**config.mk**
```make
export PLATFORM = sky130hd
export DESIGN_NAME = mem_wb_pipe
export DESIGN_NICKNAME = d
export VERILOG_FILES = /design/src/rtl/mem_wb_pipe.sv
export SDC_FILE = /design/constraint.sdc
export NUM_CORES = 1
export LEC_CHECK = 0
export CORE_ASPECT_RATIO = 0.8
export CORE_MARGIN = 10
export CORE_UTILIZATION = 44
export DETAILED_ROUTE_END_ITERATION = 12
export PLACE_DENSITY = 0.76
export SETUP_SLACK_MARGIN = 0.4
export SLEW_MARGIN = 20
export SYNTH_ARGS = -nofsm -noshare
export SYNTH_HDL_FRONTEND = slang
export SYNTH_SLANG_ARGS = --single-unit
```
**constraint.sdc**
```tcl
create_clock -name clk -period 1.53 [get_ports clk]
set_input_delay 0.459 -clock clk [delete_from_list [all_inputs] [get_ports clk]]
set_output_delay 0.459 -clock clk [all_outputs]
set_load 0.01 [all_outputs]
```
**src/rtl/mem_wb_pipe.sv**
```systemverilog
`default_nettype none
`timescale 1ns/1ps
// +---------------------------------------------------------------------------+
// | mem_wb_pipe : MEM/WB register, NLANE write lanes, 2-entry skid, retire ctr |
// | rev 1.0                                                                   |
// +---------------------------------------------------------------------------+
module mem_wb_pipe #(
  parameter int DATA_W       = 32,
  parameter int ADDR_W       = 5,
  parameter int NLANE        = 1,
  parameter int ZERO_DISCARD = 1,
  parameter int CNT_W        = 32
) (
  input  logic                    clk,
  input  logic                    rst,
  input  logic                    in_valid,
  output logic                    in_ready,
  input  logic [NLANE-1:0]        wreg_i,
  input  logic [NLANE*ADDR_W-1:0] waddr_i,
  input  logic [NLANE*DATA_W-1:0] wdata_i,
  input  logic                    flush,
  output logic                    out_valid,
  input  logic                    out_ready,
  output logic [NLANE-1:0]        wreg_o,
  output logic [NLANE*ADDR_W-1:0] waddr_o,
  output logic [NLANE*DATA_W-1:0] wdata_o,
  output logic [CNT_W-1:0]        retire_cnt
);

  localparam logic [CNT_W-1:0] CNT_ONE = {{(CNT_W-1){1'b0}}, 1'b1};

  logic                    main_v_q,    main_v_d;
  logic                    skid_v_q,    skid_v_d;
  logic [NLANE-1:0]        main_wreg_q, main_wreg_d;
  logic [NLANE*ADDR_W-1:0] main_addr_q, main_addr_d;
  logic [NLANE*DATA_W-1:0] main_data_q, main_data_d;
  logic [NLANE-1:0]        skid_wreg_q, skid_wreg_d;
  logic [NLANE*ADDR_W-1:0] skid_addr_q, skid_addr_d;
  logic [NLANE*DATA_W-1:0] skid_data_q, skid_data_d;
  logic [CNT_W-1:0]        cnt_q,       cnt_d;

  logic [NLANE-1:0] in_wreg;
  logic             accept;
  logic             deliver;

  // Writes to x0 are neutralised on entry so the stored enable is already final.
  for (genvar k = 0; k < NLANE; k++) begin : g_lane
    assign in_wreg[k] = wreg_i[k] &
                        ~((ZERO_DISCARD != 0) && (waddr_i[k*ADDR_W +: ADDR_W] == '0));
  end

  assign accept  = in_valid & ~skid_v_q;
  assign deliver = main_v_q & out_ready;

  always_comb begin
    main_v_d    = main_v_q;
    skid_v_d    = skid_v_q;
    main_wreg_d = main_wreg_q;
    main_addr_d = main_addr_q;
    main_data_d = main_data_q;
    skid_wreg_d = skid_wreg_q;
    skid_addr_d = skid_addr_q;
    skid_data_d = skid_data_q;
    cnt_d       = cnt_q;

    if (deliver) begin
      cnt_d = cnt_q + CNT_ONE;
    end

    if (flush) begin
      main_v_d = 1'b0;
      skid_v_d = 1'b0;
    end else if (!main_v_q) begin
      if (accept) begin
        main_v_d    = 1'b1;
        main_wreg_d = in_wreg;
        main_addr_d = waddr_i;
        main_data_d = wdata_i;
      end
    end else if (deliver) begin
      // Skid always drains first; in_ready is low whenever it is occupied.
      if (skid_v_q) begin
        main_wreg_d = skid_wreg_q;
        main_addr_d = skid_addr_q;
        main_data_d = skid_data_q;
        skid_v_d    = 1'b0;
      end else if (accept) begin
        main_wreg_d = in_wreg;
        main_addr_d = waddr_i;
        main_data_d = wdata_i;
      end else begin
        main_v_d = 1'b0;
      end
    end else if (accept) begin
      skid_v_d    = 1'b1;
      skid_wreg_d = in_wreg;
      skid_addr_d = waddr_i;
      skid_data_d = wdata_i;
    end
  end

  always_ff @(posedge clk or negedge rst) begin
    if (!rst) begin
      main_v_q    <= 1'b0;
      skid_v_q    <= 1'b0;
      main_wreg_q <= '0;
      main_addr_q <= '0;
      main_data_q <= '0;
      skid_wreg_q <= '0;
      skid_addr_q <= '0;
      skid_data_q <= '0;
      cnt_q       <= '0;
    end else begin
      main_v_q    <= main_v_d;
      skid_v_q    <= skid_v_d;
      main_wreg_q <= main_wreg_d;
      main_addr_q <= main_addr_d;
      main_data_q <= main_data_d;
      skid_wreg_q <= skid_wreg_d;
      skid_addr_q <= skid_addr_d;
      skid_data_q <= skid_data_d;
      cnt_q       <= cnt_d;
    end
  end

  assign in_ready   = ~skid_v_q;
  assign out_valid  = main_v_q;
  assign wreg_o     = main_wreg_q & {NLANE{main_v_q}};
  assign waddr_o    = main_addr_q;
  assign wdata_o    = main_data_q;
  assign retire_cnt = cnt_q;

endmodule
`default_nettype wire

```
Yosys cells after proc, flatten, opt, wreduce, memory -nomap -nowiden
Cells that the tools add are included.
Operators by class
  $add $sub $neg: 1
  eq/ne operators: 1
  multiplexer cells: 21
  bitwise gates (word level): 8
  reductions and logical operators: 6
Operators with widths (number)
  two-way mux 32 bit: 4
  adder 32 x 1 -> 32 bit (second input constant): 1
  two-way mux 5 bit: 4
  two-way mux 1 bit: 13
  zero test 5 bit: 1
  AND 1 bit: 4
  NOT 1 bit: 4
  AND reduction 2 bit: 2
  AND reduction 4 bit: 1
  nonzero test 3 bit: 1
  != test 2 x 1 -> 1 bit (second input constant): 1
  nonzero test 2 bit: 1
Word-level totals
  flip-flop bits (word level): 110
  input bits: 43
  logic and storage cells: 46

Depth between registers and ports, before layout
  word-level depth: 7
  depth in mapped cells: 6
  depth with buffers taken out: 5

Least setup slack after synthesis
No wires, ideal clock.
  path kind: reg2reg
  from: register skid_v_q
  to: register skid_addr_q[0]
  library setup time: 125 ps
  data arrival time: 1546 ps
  required time: 1405 ps
  setup slack: -141 ps
  cell stages (with the launch flop): 7
  buffers on the path: 2
  period minus slack after synthesis: 1671 ps
  cell sequence: dfrtp_1 -> inv_1 -> nand2_1 -> nor4b_2 -> buf_4 -> buf_4 -> mux2_2
On the way
  cells in the longest elaborated chain, start to end: 3
Ends and longest elaborated chain
  start: declaration: RTL line 33  | logic skid_v_q, skid_v_d;
  start signal: assignment: RTL line 115  | skid_v_q <= skid_v_d;
  NOT 1 bit
  named net in_ready: RTL line 17  | output logic in_ready,
  AND 1 bit: RTL line 52  | assign accept = in_valid & ~skid_v_q;
  AND reduction 4 bit (no source line)
  end signal: assignment: RTL line 120  | skid_addr_q <= skid_addr_d;
  end: declaration: RTL line 38  | logic [NLANE*ADDR_W-1:0] skid_addr_q, skid_addr_d;
The timed path passes the listed nets, and every way through them passes these cells.
A chain may end at the register's enable or synchronous reset.

Final worst setup path
  from: register cnt_q[3], in the netlist retire_cnt[3]
  to: register cnt_q[17], in the netlist retire_cnt[17]
On the way
  cells in the longest elaborated chain, start to end: 1
Ends and longest elaborated chain
  start: declaration: RTL line 40  | logic [CNT_W-1:0] cnt_q, cnt_d;
  start signal: assignment: RTL line 122  | cnt_q <= cnt_d;
  adder 32 x 1 -> 32 bit: RTL line 67  | cnt_d = cnt_q + CNT_ONE;
No other way between the ends.

==> impl_metrics.py <==
metrics = {
    "worst_setup_path": {
        "crit_path_max_incr_delay_ns": 0.45,
        "required_ns": 1.78,
        "path_max_fanout": 5,
        "crit_cells": 5,
        "endpoint_kind": "flop",
        "cp.buffers_inverters": 1,
        "reg2reg_depth": 5,
        "startpoint": "retire_cnt[3]$_DFFE_PN0P_",
        "r2r-start": "retire_cnt[3]$_DFFE_PN0P_",
        "crit_chain": "nand4_1 > nor4_4 > buf_6 > nand4_1 > xnor2_1",
        "cp_slowest_cell": "dfrtp_1",
        "crit_top_cell": "nand4_1",
        "critical_path_class": "reg2reg",
        "arrival_ns": 1.98,
        "r2r_slack_ns": -0.19,
        "cp_top_family": "simple AND/OR/NAND/NOR gates",
        "timing.rr.end": "retire_cnt[17]$_DFFE_PN0P_",
        "cp-start-kind": "flop",
    },
    "pwr": {
        "leakagePower_nw": 3.88,
        "power.internal_mw": 6.72,
        "p_switching_mw": 2.55,
        "pwr-share-seq": 0.421,
        "peakVddDrop_mv": 0.887,
        "swShare": 0.276,
        "clock_power_share": 0.273,
        "combPwrFrac": 0.306,
        "total_power_mw": 9.27,
        "p_per_area_mw_per_mm2": 1110,
    },
    "floorplanning": {
        "core_mm2": 0.0102,
        "die_x_um": 134,
        "start_util": 0.450,
        "num_rows": 33,
        "io_pins": 115,
        "dieArea_mm2": 0.0150,
        "die_h_um": 112,
    },
    "synthesis": {
        "synth_edf_count": 0,
        "syn_area_mm2": 0.00461,
        "yosysMostFrequentCell": "dfrtp_1",
        "synth_seq_area_share": 0.597,
        "netlist_instances": 348,
        "synth_warnings": 0,
        "synth-seq-cells": 110,
        "syn_avg_cell_area_um2": 13.3,
        "syn-num-nets": 392,
        "synthTopCellsByArea": "dfrtp_1 (60%), mux2_2 (9.5%), a2bb2oi_1 (7.2%)",
        "yosys.area.top_type": "dfrtp_1",
        "synth_cell_type_count": 34,
        "synth_top_area_frac": 0.597,
        "synthArstFlopShare": 1.00,
        "ys.flop_type": "dfrtp_1",
        "synthTopCellsByCount": "dfrtp_1 (110), mux2_2 (39), a2bb2oi_1 (38), o22ai_1 (38), xnor2_1 (26)",
    },
    "clock_network": {
        "clk_pin_slew_ns": 0.08,
        "cts_sinks": 110,
        "clk-insertion-delay-late_ns": 0.35,
        "cts_buffer_depth": 2,
        "cts_made_buffers": 9,
        "cts_tree": "yes",
        "cts_max_level": 3,
        "cts-root-buf": "clkbuf_16",
    },
    "sta": {
        "timing.fmax_mhz": 581,
        "rsz0062_at_grt": "true",
        "setup_ws_ns": -0.192,
        "timing_worst_slew_pin_value_ns": 0.356,
        "skew_ns": 0.0108,
        "finalSetupViolations": 100,
        "hold_viol_final": 0,
        "drv_slew": 0,
        "period_minus_slack_ns": 1.72,
        "maxSlewHeadroom": 0.762,
        "post-route-period-util": 1.13,
        "whs_ns": 0.449,
    },
    "layout": {
        "nets": 649,
        "syn_to_final_growth_pct": 81.6,
        "final_util": 0.818,
        "fillers": 539,
        "fin_cells": 749,
        "antenna_cells": 0,
        "drive_gt1_frac": 0.617,
    },
    "placed_design": {
        "place_inst": 613,
        "place.gp.congestion": 0.801,
        "pre_cts_slack_ns": -0.612,
        "dp_hpwl_um": 8100,
        "port_buffers": 114,
    },
    "outcome": {
        "status": "finished, violations left",
        "violations": "setup timing",
    },
    "drt": {
        "antenna_left": 0,
        "drtIter0Drc": 235,
        "drc_errors": 0,
        "first_pass_iters": 4,
        "viasPerCell": 5.54,
        "drt-wirelength-per-cell_um": 23.7,
        "drt-total-wl_um": 17800,
        "num_vias": 4149,
    },
    "global_routing": {
        "top_usage_layer": "met2",
        "antenna_found_initial": 0,
        "grt_util_met2": 0.333,
        "grt_use_met1": 0.251,
        "overflow": 0,
        "grt_max_degree": 60,
        "grtUsageTotal": 0.202,
        "grt_pass1_vias": 4311,
        "gr-usage-met3": 0.0606,
        "grt_pass1_wl_um": 24400,
    },
    "job": {
        "cap_violations": 0,
    },
    "worst_hold_path": {
        "worstHoldPathType": "in2async",
    },
}
-- worst reg2reg max path: cells and delay by family, from the launching register on --
kind	cells	cell delay, ns
XOR/XNOR	1	0.25
AND/OR/NAND/NOR	3	0.73
buffers and inverters	1	0.19
flip-flops	1	0.45
-- power groups by stage --
stage | Combinational, mW | Clock (mW) | Sequential, mW
after floorplan | 0.746 | 0 | 3.92
after global placement | 1.74 | 0 | 3.85
after detailed placement | 1.79 | 0 | 3.88
after CTS | 2.34 | 2.53 | 3.84
after global routing | 3.00 | 2.66 | 3.96
final | 2.83 | 2.53 | 3.91
-- stage by stage --
| step | TNS [ns] | area (um^2) |
|---|---|---|
| after floorplan | -1.06 | 4730 |
| after global placement | -50.97 | 6240 |
| after detailed placement | -53.84 | 6240 |
| after CTS | -4.19 | 7600 |
| after global routing | -14.87 | 8370 |
| final | -9.76 | 8370 |
-- logic make-up after synthesis --
family / Yosys count / synth area share
simple gates: 57 / 0.0814
fa+ha+maj: 1 / 0.00271
xor+xnor: 31 / 0.0589
buf+inv: 27 / 0.0312
flops: 110 / 0.597
mux: 39 / 0.0952
compound gates: 83 / 0.134
-- worst max-delay path by stage --
| stage | end |
|---|---|
| finish | retire_cnt[17]$_DFFE_PN0P_ |
| global route | retire_cnt[17]$_DFFE_PN0P_ |
| CTS | skid_data_q[16]$_DFFE_PN0P_ |
| detailed placement | skid_data_q[23]$_DFFE_PN0P_ |
| global placement | skid_data_q[22]$_DFFE_PN0P_ |
| floorplan | skid_addr_q[0]$_DFFE_PN0P_ |
-- metal layers --
layer  routed length (um)  share of wire
met5                    0              0
met4                  468          0.026
met3                 1070          0.060
met2                 8880           0.50
met1                 7360           0.41
-- placed cells by master, fill, tap and decap left out, types with 8 or more instances in the layout --
master	n
a2bb2oi_2	38
buf_12	13
buf_16	9
buf_2	43
buf_4	91
buf_6	67
clkbuf_16	13
clkdlybuf4s50_1	34
dfrtp_1	102
dfrtp_2	8
mux2_4	39
nand4_1	14
o22ai_1	35
xnor2_1	17
xnor2_2	9
-- state kept, by name, indices dropped and copies added (netlist names) --
signal,cells
main_wreg_q,1
out_valid,1
retire_cnt,32
skid_addr_q,5
skid_data_q,32
skid_v_q,1
skid_wreg_q,1
waddr_o,5
wdata_o,32
-- final cells by class --
type / instances / area (um^2) / share of cell area
clock buffers: 11 / 243 / 0.0290
clock inverters: 4 / 72.6 / 0.00867
inverters: 3 / 11.3 / 0.00134
multi-input cells: 211 / 2420 / 0.289
flip-flops and latches: 110 / 2760 / 0.330
well taps: 140 / 175 / 0.0209
repair buffers: 270 / 2690 / 0.321
-- repair_timing --
action / in CTS / in global routing
hold buffers: 1 / 0
cloned: 10 / 6
hold endpoints to repair: 1 / 0
gates resized for setup: 430 / 76
setup endpoints to repair: 181 / 182
setup buffers: 69 / 35
pin swaps: 12 / 25
No activity file was read; power rests on OpenSTA's default activity.
